**src/rtl/pc_redirect_unit.sv**
```systemverilog
// Fetch-side program counter owner: takes the EX-stage redirect decision, computes
// branch/JAL/JALR targets, sequences the post-jump fetch bubble, halt and trap entry.
module pc_redirect_unit #(
    parameter logic [31:0] RESET_VECTOR = 32'h0000_0000,
    parameter logic [31:0] TRAP_VECTOR  = 32'h0000_0100,
    parameter int          CNT_W        = 16
) (
    input  logic             clk,
    input  logic             rst,
    input  logic [1:0]       branch_sel,
    input  logic [31:0]      pc_ex,
    input  logic [31:0]      imm_ex,
    input  logic [31:0]      rs1_ex,
    input  logic             stall,
    input  logic             halt,
    output logic [31:0]      pc,
    output logic [31:0]      pc_plus4,
    output logic             flush_if_id,
    output logic             flush_id_ex,
    output logic             fetch_valid,
    output logic             misaligned,
    output logic             halted,
    output logic [CNT_W-1:0] redirect_count
);

    typedef enum logic [1:0] {
        RUN    = 2'd0,
        FLUSH  = 2'd1,
        HALTED = 2'd2
    } state_t;

    state_t             state_q, state_d;
    logic [31:0]        pc_q, pc_d;
    logic               misaligned_q, misaligned_d;
    logic               halted_q, halted_d;
    logic [CNT_W-1:0]   count_q, count_d;

    logic               redirect;
    logic [31:0]        target;

    // A halted core ignores EX decisions; code 10 is a reserved alias of sequential.
    always_comb begin
        redirect = (branch_sel == 2'b01 || branch_sel == 2'b11) && (state_q != HALTED);
        if (branch_sel[1]) begin
            target = (rs1_ex + imm_ex) & ~32'h1;
        end else begin
            target = pc_ex + imm_ex;
        end
    end

    always_comb begin
        state_d      = state_q;
        pc_d         = pc_q;
        misaligned_d = 1'b0;
        halted_d     = halted_q;
        count_d      = count_q;

        if (redirect) begin
            if (target[1:0] == 2'b00) begin
                pc_d = target;
            end else begin
                pc_d         = TRAP_VECTOR;
                misaligned_d = 1'b1;
            end
            state_d = FLUSH;
            if (count_q != {CNT_W{1'b1}}) begin
                count_d = count_q + {{(CNT_W-1){1'b0}}, 1'b1};
            end
        end else if (state_q == HALTED) begin
            state_d = HALTED;
        end else if (halt) begin
            state_d  = HALTED;
            halted_d = 1'b1;
        end else if (!stall) begin
            pc_d    = pc_q + 32'd4;
            state_d = RUN;
        end
    end

    always_ff @(posedge clk) begin
        if (rst) begin
            state_q      <= FLUSH;
            pc_q         <= RESET_VECTOR;
            misaligned_q <= 1'b0;
            halted_q     <= 1'b0;
            count_q      <= '0;
        end else begin
            state_q      <= state_d;
            pc_q         <= pc_d;
            misaligned_q <= misaligned_d;
            halted_q     <= halted_d;
            count_q      <= count_d;
        end
    end

    assign pc             = pc_q;
    assign pc_plus4       = pc_q + 32'd4;
    assign flush_if_id    = redirect;
    assign flush_id_ex    = redirect;
    assign fetch_valid    = (state_q == RUN);
    assign misaligned     = misaligned_q;
    assign halted         = halted_q;
    assign redirect_count = count_q;

endmodule
```
**config.mk**
```make
export PLATFORM = sky130hd
export DESIGN_NAME = pc_redirect_unit
export DESIGN_NICKNAME = d
export VERILOG_FILES = /design/src/rtl/pc_redirect_unit.sv
export SDC_FILE = /design/constraint.sdc
export NUM_CORES = 1
export LEC_CHECK = 0
export CORE_ASPECT_RATIO = 1.1
export CORE_UTILIZATION = 35
export CTS_CLUSTER_DIAMETER = 60
export CTS_CLUSTER_SIZE = 14
export DETAILED_ROUTE_END_ITERATION = 8
export GPL_TIMING_DRIVEN = 1
export PLACE_DENSITY = 0.69
export SLEW_MARGIN = 30
export SYNTH_ARGS = -nofsm -noshare
export SYNTH_HDL_FRONTEND = slang
export SYNTH_SLANG_ARGS = --single-unit
```
**constraint.sdc**
```tcl
create_clock -name clk -period 4.05 [get_ports clk]
set_input_delay 0.405 -clock clk [delete_from_list [all_inputs] [get_ports clk]]
set_output_delay 0.405 -clock clk [all_outputs]
set_load 0.05 [all_outputs]
```
==> results of run 1 <==
report_power, final:
| part | switching [mW] | internal, mW | leakage, nW |
|---|---|---|---|
| logic | 0.762 | 0.498 | 2.89 |
| clock network | 0.196 | 0.310 | 0.0871 |
| registers | 0.0457 | 0.543 | 0.425 |
| total | 1.00 | 1.35 | 3.40 |
worst min path at each step:
stage / start / end / cells past startpoint
5_1_grt: pc[1]$_SDFFE_PP0P_ / pc[1]$_SDFFE_PP0P_ / 1
3_5_place_dp: pc[1]$_SDFFE_PP0P_ / pc[1]$_SDFFE_PP0P_ / 1
6_report: pc[1]$_SDFFE_PP0P_ / pc[1]$_SDFFE_PP0P_ / 1
3_3_place_gp: pc[1]$_SDFFE_PP0P_ / pc[1]$_SDFFE_PP0P_ / 1
4_1_cts: pc[1]$_SDFFE_PP0P_ / pc[1]$_SDFFE_PP0P_ / 1
2_1_floorplan: state_q[0]$_SDFFE_PP1P_ / state_q[0]$_SDFFE_PP1P_ / 2
through the flow:
step / power, mW / setup slack (ns)
6_report: 2.35 / 0.487
3_3_place_gp: 1.84 / 0.536
3_5_place_dp: 1.84 / 0.440
2_1_floorplan: 1.42 / 0.857
5_1_grt: 2.48 / 0.345
4_1_cts: 2.35 / 0.496
area by class of cell:
class                           instances  area [um^2]  area share (%)
Clock buffer                            6          139            1.59
Clock inverter                          2         38.8           0.445
Inverter                               19         71.3           0.818
Multi-Input combinational cell        775         5210            59.8
Sequential cell                        52         1040            11.9
Tap cell                              238          298            3.42
Timing Repair Buffer                  194         1920            22.0
registers in the layout (all words and copies together) (netlist names):
signal          flops
pc                 32
misaligned          1
halted              1
redirect_count     16
state_q             2
routing by layer:
layer	part of all wire, %	routed length [um]	vias up
met5	0	0	-
met4	2.4	533	0
met3	7.4	1640	31
met2	45	10000	338
met1	45	10000	3346
li1	-	-	3614
logic make-up after synthesis:
| kind of cell | count (synthesis) | share of synthesized area [%] |
|---|---|---|
| adder cells (fa/ha/maj) | 65 | 12.7 |
| AND/OR/NAND/NOR | 333 | 24.2 |
| buffers and inverters | 63 | 3.96 |
| flip-flops | 52 | 16.0 |
| AO/OA/AOI/OAI | 284 | 30.5 |
| XOR/XNOR | 90 | 12.1 |
| multiplexers | 3 | 0.500 |
synthesized netlist by cell type, drive strengths merged, types with 7 or more instances:
master  count  share of area, %
nor2       98               5.8
nand2      96               5.6
a21oi      79               6.2
ha         63                12
dfxtp      52                16
xnor2      47               6.3
o21ai      45               3.5
xor2       43               5.8
clkbuf     35               2.1
nand3      31               2.4
a21o       30               3.5
nor3       24               1.8
a221oi     19               2.6
inv        19               1.1
nand4      18               1.7
a211oi     17               2.0
and3       14               1.3
o21a       14               1.6
a31oi      10              0.96
o31ai      10               1.4
and2        9              0.87
buf         9              0.79
or3         9              0.87
o21bai      8              0.92
nand2b      7              0.67
nor2b       7              0.67
worst max-delay path, cell delays in order (launching register included):
cell	delay (ns)
dfxtp_1	0.45
and3_1	0.25
and4_1	0.36
nand2_1	0.20
nor2_1	0.27
nand3_1	0.13
xnor2_1	0.32
clkdlybuf4s50_1	0.88
==> metrics.md, run 1 <==
| Metric | Value |
|---|---|
| Status | `finished clean` |
| Unique cell type count in the Yosys netlist | `77` |
| Slew HR | `44.1%` |
| Worst Setup SP | `pc[4]$_SDFFE_PP0P_` |
| Area after DPL | `0.00854 mm^2` |
| Critical R2R Capture | `pc[27]$_SDFFE_PP0P_` |
| Drt pass-1 iters | `7` |
| CP arrival | `between 3 and 4 ns` |
| Period utilisation layout | `88.0%` |
| Final Critical Period | `3.56 ns` |
| I/O Pins | `about 190` |
| Maximum VDD drop | `between 150 and 200 uV` |
| Largest net degree at the start of global routing | `36` |
| Max Cap Viol | `0` |
| Syn_area_per_cell | `7.31 um^2` |
| Met3 Use GR | `3.11%` |
| Post-CTS Hold Buffers | `0` |
| # port buffers | `186` |
| Commonest non-fill, non-tap cells in the layout | `185 x clkdlybuf4s50_1, 95 x nand2_1, 95 x nor2_1` |
| Routed WL | `22.2 mm` |
| Clk_skew | `0.00710 ns` |
| Post-CTS sizing | `0` |
| Fmax | `281 MHz` |
| Data required, critical path | `3.64 ns` |
| Power density of the placed cells | `about 270 mW/mm^2` |
| Detailed-route via count | `7329` |
| #FFs+latches synth | `52` |
| Worst Setup End Kind | `output pin` |
| WS Path Type | `reg2out` |
| Final hold slack | `between 0.4 and 0.5 ns` |
| R2r setup slk | `1.56 ns` |
| Layout fillers | `1774` |
| CTS Buf Count | `5` |
| Fin Setup TNS | `0 ns` |
| Final Core Density | `48.6%` |
| Vias per Instance | `5.70` |
| Post-CTS Setup Bufs | `0` |
| Global route overflow | `0` |
| Design area | `between 0.008 and 0.009 mm^2` |
| Reg-to-reg startpoint | `pc[4]$_SDFFE_PP0P_` |
| Leakage | `roughly 3.4 nW` |
| Root Buffer Master | `clkbuf_16` |
| Die Footprint | `0.0191 mm^2` |
| Yosys warning count | `0` |
| Worst-path clk slew | `0.07 ns` |
| Fin cells | `1286` |
| DRT antenna net count | `0` |
| EDFF count, synth | `0` |
| Fin. Hold Viols | `0` |
| Max Transition Viols Final | `0` |
| Vias in the first global route | `6752` |
| Die width | `between 100 and 150 um` |
| Worst setup SP type | `flip-flop` |
| Unrepaired setup endpoints after global routing | `false` |
| GR Util All Layers | `22.6%` |
| Layout cells sized above 1 | `~3.8%` |
| Wire per inst | `17.3 um` |
| GRT met2 Usage | `36.5%` |
| Die height | `145 um` |
| Netlist Area Pre-Place | `0.00651 mm^2` |
| Initial antenna violation count | `0` |
| Asr flop ratio synth | `0%` |
| Seq/Total Area, Yosys | `16.0%` |
| Worst R2R Path Depth | `9` |
| Initial Util | `36.3%` |
| Antenna cells | `0` |
| Clk sinks | `52` |
| Post-synthesis instance total | `890` |
| DRC violation total after the first TritonRoute iteration | `~560` |
| Global-route wire length before repair | `between 30 and 40 mm` |
| Most common cell after layout, fill and taps aside | `clkdlybuf4s50_1` |
| Main synth FF type | `dfxtp_1` |
| Crit path max fanout | `6` |
| Worst Max-Slew Pin Slew | `0.839 ns` |
| Post-route DRC | `0` |
| Setup crit end | `pc_plus4[27]` |
| Post-DP HPWL | `18.2 mm` |
| HP Class | `reg2reg` |
| Syn_nets | `1057` |
| Syn-to-layout area delta | `34.0%` |
| Gr busiest metal | `met2` |
| Clock buffer depth | `2` |
| Core area | `~0.018 mm^2` |
| H-tree depth | `2` |
| Total placed cells including tap cells | `between 1k and 1.5k` |
| Gpl congestion | `0.938` |
| Layout Nets | `1214` |
| FP Rows | `51` |
| CTS tree | `yes` |
| Global-route met1 utilization | `30.9%` |
| Final setup fails | `0` |
| Clk Latency, worst-skew pair | `roughly 0.3 ns` |
Note: power is estimated with default switching activity, not from simulation.
==> run 2: changes to the inputs <==
- CORE_MARGIN: not set -> 1.5
==> metrics.md, run 2 (same netlist as run 1, synthesis figures left out) <==
| Metric | Value |
|---|---|
| Final Core Density | `47.8% (-0.85 points)` |
| Worst Hold Depth | `1 (unchanged)` |
| Drt pass-1 iters | `5 (-2)` |
| FP Rows | `52 (+2.0%)` |
| Worst setup SP type | `flip-flop` |
| Detailed-route via count | `7373 (+0.60%)` |
| Core area | `0.0183 mm^2 (+2.0%)` |
| Unrepaired setup endpoints after global routing | `false` |
| Clk sinks | `52 (unchanged)` |
| Worst Setup End Kind | `output pin` |
| Area after DPL | `0.00854 mm^2 (about the same)` |
| Worst-path clk slew | `0.07 ns (about the same)` |
| Die width | `133 um (+0.76%)` |
| Post-DP HPWL | `18.6 mm (+1.7%)` |
| Worst Max-Slew Pin Slew | `0.606 ns (-0.232 ns)` |
| Vias per Instance | `5.72 (+0.29%)` |
| Max Transition Viols Final | `0 (unchanged)` |
| Largest net degree at the start of global routing | `32 (-11%)` |
| Final setup fails | `0 (unchanged)` |
| WS Path Type | `reg2out` |
| Total area of sequential cells | `0.00104 mm^2 (unchanged)` |
| # port buffers | `186 (unchanged)` |
| Vias in the first global route | `6782 (+0.44%)` |
| Slowest cell on the critical path | `clkdlybuf4s50_1` |
| Layout cells sized above 1 | `3.72% (-0.092 points)` |
| Reg-to-reg startpoint | `state_q[0]$_SDFFE_PP1P_` |
| Global-route wire length before repair | `35.5 mm (+0.45%)` |
| Fin. Hold Viols | `0 (unchanged)` |
| CP arrival | `3.22 ns (+0.06 ns)` |
| Power density of the placed cells | `276 mW/mm^2 (+2.2%)` |
| Antenna cells | `0 (unchanged)` |
| R2r setup slk | `1.35 ns (-0.21 ns)` |
| Initial Util | `35.6% (-0.70 points)` |
| DRT antenna net count | `0 (unchanged)` |
| Status | `finished clean` |
| H-tree depth | `2 (unchanged)` |
| CTS Buf Count | `5 (unchanged)` |
| Critical-path cell list | `and3_1 -> and4_1 -> nand2_1 -> nor2_1 -> nand3_1 -> xnor2_1 -> clkdlybuf4s50_1` |
| Wire per inst | `17.5 um (+1.4%)` |
| Crit path max fanout | `6 (unchanged)` |
| Hold Path End | `pc[1]$_SDFFE_PP0P_` |
| HP Class | `reg2reg` |
| Post-CTS Hold Buffers | `0 (unchanged)` |
| Post-CTS Setup Bufs | `0 (unchanged)` |
| Initial antenna violation count | `0 (unchanged)` |
| CTS tree | `yes` |
| Leakage | `3.40 nW (about the same)` |
| Gpl congestion | `0.916 (-2.3%)` |
| Most common cell after layout, fill and taps aside | `clkdlybuf4s50_1` |
| Final Critical Period | `3.62 ns (+0.0586 ns)` |
| Hold Path Origin | `pc[1]$_SDFFE_PP0P_` |
| Crit-path max cell delay | `0.88 ns (about the same)` |
| Worst R2R Path Depth | `9 (unchanged)` |
| Root Buffer Master | `clkbuf_16` |
| Routed WL | `22.6 mm (+1.7%)` |
| Critical R2R Capture | `pc[28]$_SDFFE_PP0P_` |
| I/O Pins | `187 (unchanged)` |
| Syn-to-layout area delta | `34.2%` |
| Period utilisation layout | `89.4% (+1.4 points)` |
| DRC violation total after the first TritonRoute iteration | `543 (-2.3%)` |
| Max reg flops | `32 (unchanged)` |
| Commonest non-fill, non-tap cells in the layout | `185 x clkdlybuf4s50_1, 95 x nand2_1, 95 x nor2_1` |
| GR Util All Layers | `22.4% (-0.27 points)` |
| Clk Latency, worst-skew pair | `0.29 ns (about the same)` |
| Fmax | `276 MHz (-1.6%)` |
| Die Footprint | `0.0194 mm^2 (+1.5%)` |
| Max Cap Viol | `0 (unchanged)` |
| Global route overflow | `0 (unchanged)` |
| Data required, critical path | `3.64 ns (about the same)` |
| Die height | `146 um (+0.69%)` |
| Maximum VDD drop | `197 uV (+21%)` |
| Fin Setup TNS | `0 ns (unchanged)` |
| Layout Nets | `1213 (-0.082%)` |
| Area of the multi-input gates | `0.00521 mm^2 (unchanged)` |
| Post-route DRC | `0 (unchanged)` |
| Clock buffer depth | `2 (unchanged)` |
| Clk_skew | `0.00723 ns (+0.000124 ns)` |
| Post-CTS sizing | `0 (unchanged)` |
| Slew HR | `58.5% (+14 points)` |
| Layout fillers | `1793 (+1.1%)` |
| Design area | `0.00873 mm^2 (+0.17%)` |
[run 2: changes by cell type in the layout (fill, tap and decap cells not counted), sizes merged]
cell,delta
clkbuf,-1
clkinv,-1
inv,+1
bufinv,+1
buf,-1
[run 2: cell type report]
type | instances | share of cell area, %
Inverter | 19 | 0.817
Timing Repair Buffer | 193 | 21.9
Tap cell | 243 | 3.48
Multi-Input combinational cell | 775 | 59.7
Clock buffer | 5 | 1.43
Clock inverter | 3 | 0.788
Sequential cell | 52 | 11.9
[run 2: metal layers]
layer | part of all wire, % | up-vias | track usage (%)
met3 | 6.7 | 33 | 2.60
met5 | 0 | - | 0
met4 | 2.0 | 0 | 5.38
li1 | - | 3611 | -
met1 | 45 | 3405 | 30.8
met2 | 47 | 324 | 37.2
[run 2: stage by stage]
stage / total power, mW / hold WS (ns) / cells / setup slack [ns]
2_1_floorplan: 1.42 / 0.467 / 890 / 0.857
3_3_place_gp: 1.84 / 0.465 / 1282 / 0.583
3_5_place_dp: 1.84 / 0.474 / 1282 / 0.546
4_1_cts: 2.40 / 0.489 / 1290 / 0.436
5_1_grt: 2.53 / 0.505 / 1290 / 0.270
6_report: 2.41 / 0.486 / 1290 / 0.428
[run 2: worst max-delay path, delay by kind of cell, from the launching register on]
kind	cells	cell delay (ns)
xor+xnor	1	0.32
buf+inv	1	0.88
flops	1	0.45
simple gates	5	1.28
[run 2: how the worst max path moves through the flow]
stage	start	to	slack [ns]	cells after the start
floorplan	pc[14]$_SDFFE_PP0P_	pc[31]$_SDFFE_PP0P_	0.86	9
global placement	imm_ex[1]	pc[26]$_SDFFE_PP0P_	0.58	12
detailed placement	imm_ex[0]	pc[28]$_SDFFE_PP0P_	0.55	12
CTS	pc[4]$_SDFFE_PP0P_	pc_plus4[27]	0.44	7
global route	pc[4]$_SDFFE_PP0P_	pc_plus4[31]	0.27	7
finish	pc[4]$_SDFFE_PP0P_	pc_plus4[27]	0.43	7
[run 2: where the power goes]
part / switching (mW) / internal [mW]
registers: 0.0467 / 0.542
logic: 0.765 / 0.497
clock network: 0.204 / 0.357
total: 1.02 / 1.40
==> run 3: changes to the inputs <==
- PLACE_DENSITY: 0.69 -> 0.59
==> metrics.md, run 3 (same netlist as run 1, synthesis figures left out) <==
| Metric | Value |
|---|---|
| Maximum VDD drop | `147 uV (-25%)` |
| Post-route DRC | `0 (unchanged)` |
| Largest net degree at the start of global routing | `50 (+56%)` |
| Final Critical Period | `3.55 ns (-0.0739 ns)` |
| Clock buffer depth | `2 (unchanged)` |
| Max Transition Viols Final | `0 (unchanged)` |
| Unrepaired setup endpoints after global routing | `false` |
| Post-DP HPWL | `18.6 mm (+0.30%)` |
| Antenna cells | `0 (unchanged)` |
| Sequential Power Share | `26.0% (+1.6 points)` |
| GR Util All Layers | `22.6% (+0.24 points)` |
| Root Buffer Master | `clkbuf_16` |
| Syn-to-layout area delta | `33.7%` |
| Post-CTS Setup Bufs | `0 (unchanged)` |
| Status | `finished clean` |
| Leakage | `3.39 nW (-0.45%)` |
| Vias in the first global route | `6627 (-2.3%)` |
| HP Class | `in2reg` |
| Die height | `146 um (unchanged)` |
| Worst-path clk slew | `0.07 ns (about the same)` |
| Clk Latency, worst-skew pair | `0.29 ns (about the same)` |
| Fmax | `282 MHz (+2.1%)` |
| Global-route wire length before repair | `35.6 mm (about the same)` |
| Period utilisation layout | `87.6% (-1.8 points)` |
| Detailed-route via count | `7175 (-2.7%)` |
| CP arrival | `3.71 ns (+0.49 ns)` |
| Final setup fails | `0 (unchanged)` |
| P_int | `1.27 mW (-9.3%)` |
| Switching share of total power | `44.0% (+1.9 points)` |
| Logic pwr share | `55.7% (+3.4 points)` |
| Global route overflow | `0 (unchanged)` |
| Worst Max-Slew Pin Slew | `0.977 ns (+0.371 ns)` |
| Data required, critical path | `4.21 ns (+0.57 ns)` |
| CTS Buf Count | `5 (unchanged)` |
| Fin Setup TNS | `0 ns (unchanged)` |
| CTS tree | `yes` |
| Max Cap Viol | `0 (unchanged)` |
| Die width | `133 um (unchanged)` |
| Worst Setup End Kind | `flip-flop` |
| Clk_skew | `0.00980 ns (+0.00257 ns)` |
| Post-CTS sizing | `0 (unchanged)` |
| Fin. Hold Viols | `0 (unchanged)` |
| Core area | `0.0183 mm^2 (unchanged)` |
| Design area | `0.00870 mm^2 (-0.39%)` |
| Slew HR | `33.2% (-25 points)` |
| Area after DPL | `0.00856 mm^2 (+0.26%)` |
| Reg-to-reg startpoint | `state_q[0]$_SDFFE_PP1P_` |
| Hold Path Origin | `rst` |
| Power density of the placed cells | `260 mW/mm^2 (-5.9%)` |
| Crit path max fanout | `7 (+1)` |
| Initial antenna violation count | `0 (unchanged)` |
| Clock power share | `18.2% (-5.0 points)` |
| DRC violation total after the first TritonRoute iteration | `507 (-6.6%)` |
| Vias per Instance | `5.55 (-2.8%)` |
| Routed WL | `22.4 mm (-0.62%)` |
| Layout Nets | `1216 (+0.25%)` |
| FP Rows | `52 (unchanged)` |
| Worst setup SP type | `primary input` |
| Post-CTS Hold Buffers | `0 (unchanged)` |
| Gpl congestion | `0.934 (+2.0%)` |
| Worst Setup SP | `imm_ex[14]` |
| H-tree depth | `2 (unchanged)` |
| DRT antenna net count | `0 (unchanged)` |
| WS Path Type | `in2reg` |
| Layout cells sized above 1 | `3.91% (+0.18 points)` |
| Initial Util | `35.6% (unchanged)` |
| Max reg flops | `32 (unchanged)` |
| Clk sinks | `52 (unchanged)` |
| Wire per inst | `17.4 um (-0.77%)` |
| Commonest non-fill, non-tap cells in the layout | `185 x clkdlybuf4s50_1, 95 x nand2_1, 95 x nor2_1` |
| # port buffers | `186 (unchanged)` |
| Final hold slack | `0.372 ns (-0.115 ns)` |
| I/O Pins | `187 (unchanged)` |
| P_sw | `0.995 mW (-2.0%)` |
| Most common cell after layout, fill and taps aside | `clkdlybuf4s50_1` |
| Die Footprint | `0.0194 mm^2 (unchanged)` |
| Drt pass-1 iters | `5 (unchanged)` |
run 3: cell count changes in the layout (fill, tap and decap cells not counted):
cell        before  now
bufinv_16        2    0
clkinv_2         0    1
clkinvlp_4       0    1
buf_4            7   10
inv_6            1    0
run 3: final cells by class:
type | instances | area, um^2
repair buffers | 196 | 1930
multi-input cells | 775 | 5210
well taps | 243 | 304
inverters | 19 | 71.3
clock inverters | 2 | 12.5
fillers | 1837 | 9580
flip-flops and latches | 52 | 1040
clock buffers | 5 | 125
run 3: critical path: stages:
cell	delay, ns
clkdlybuf4s50_1	0.43
ha_1	0.38
a21o_1	0.22
a211oi_2	0.29
nand2_1	0.11
a2111oi_0	0.87
o21ai_1	0.31
xor2_1	0.21
a221o_1	0.32
a21oi_1	0.12
nor3_1	0.06
run 3: final timing paths:
check | cells after the start | slack (ns) | endpoint
setup / recovery | 11 | 0.50 | pc[27]$_SDFFE_PP0P_
hold / removal | 3 | 0.37 | state_q[0]$_SDFFE_PP1P_
setup reg to reg | 9 | 1.46 | pc[28]$_SDFFE_PP0P_
hold reg to reg | 2 | 0.49 | halted$_SDFFE_PP0P_
run 3: layer usage:
layer	vias up	GRT usage [%]	wire length, um
met1	3300	33.0	10800
li1	3612	-	-
met3	15	2.05	1300
met5	-	0	0
met4	0	4.18	261
met2	248	36.4	10100
run 3: power groups by stage:
stage	combinational (mW)	clock [mW]	sequential (mW)
2_1_floorplan	0.731	0	0.691
3_3_place_gp	1.25	0	0.599
3_5_place_dp	1.25	0	0.600
4_1_cts	1.25	0.427	0.588
5_1_grt	1.36	0.440	0.594
6_report	1.26	0.412	0.589
run 3: through the flow:
step | power, mW | worst slack (ns) | std cells | util, %
final | 2.26 | 0.502 | 1292 | 47.6
after CTS | 2.27 | 0.499 | 1292 | 47.6
after detailed placement | 1.85 | 0.313 | 1285 | 46.8
after global routing | 2.39 | 0.364 | 1292 | 47.6
after global placement | 1.85 | 0.326 | 1285 | 46.8
after floorplan | 1.42 | 0.857 | 890 | -
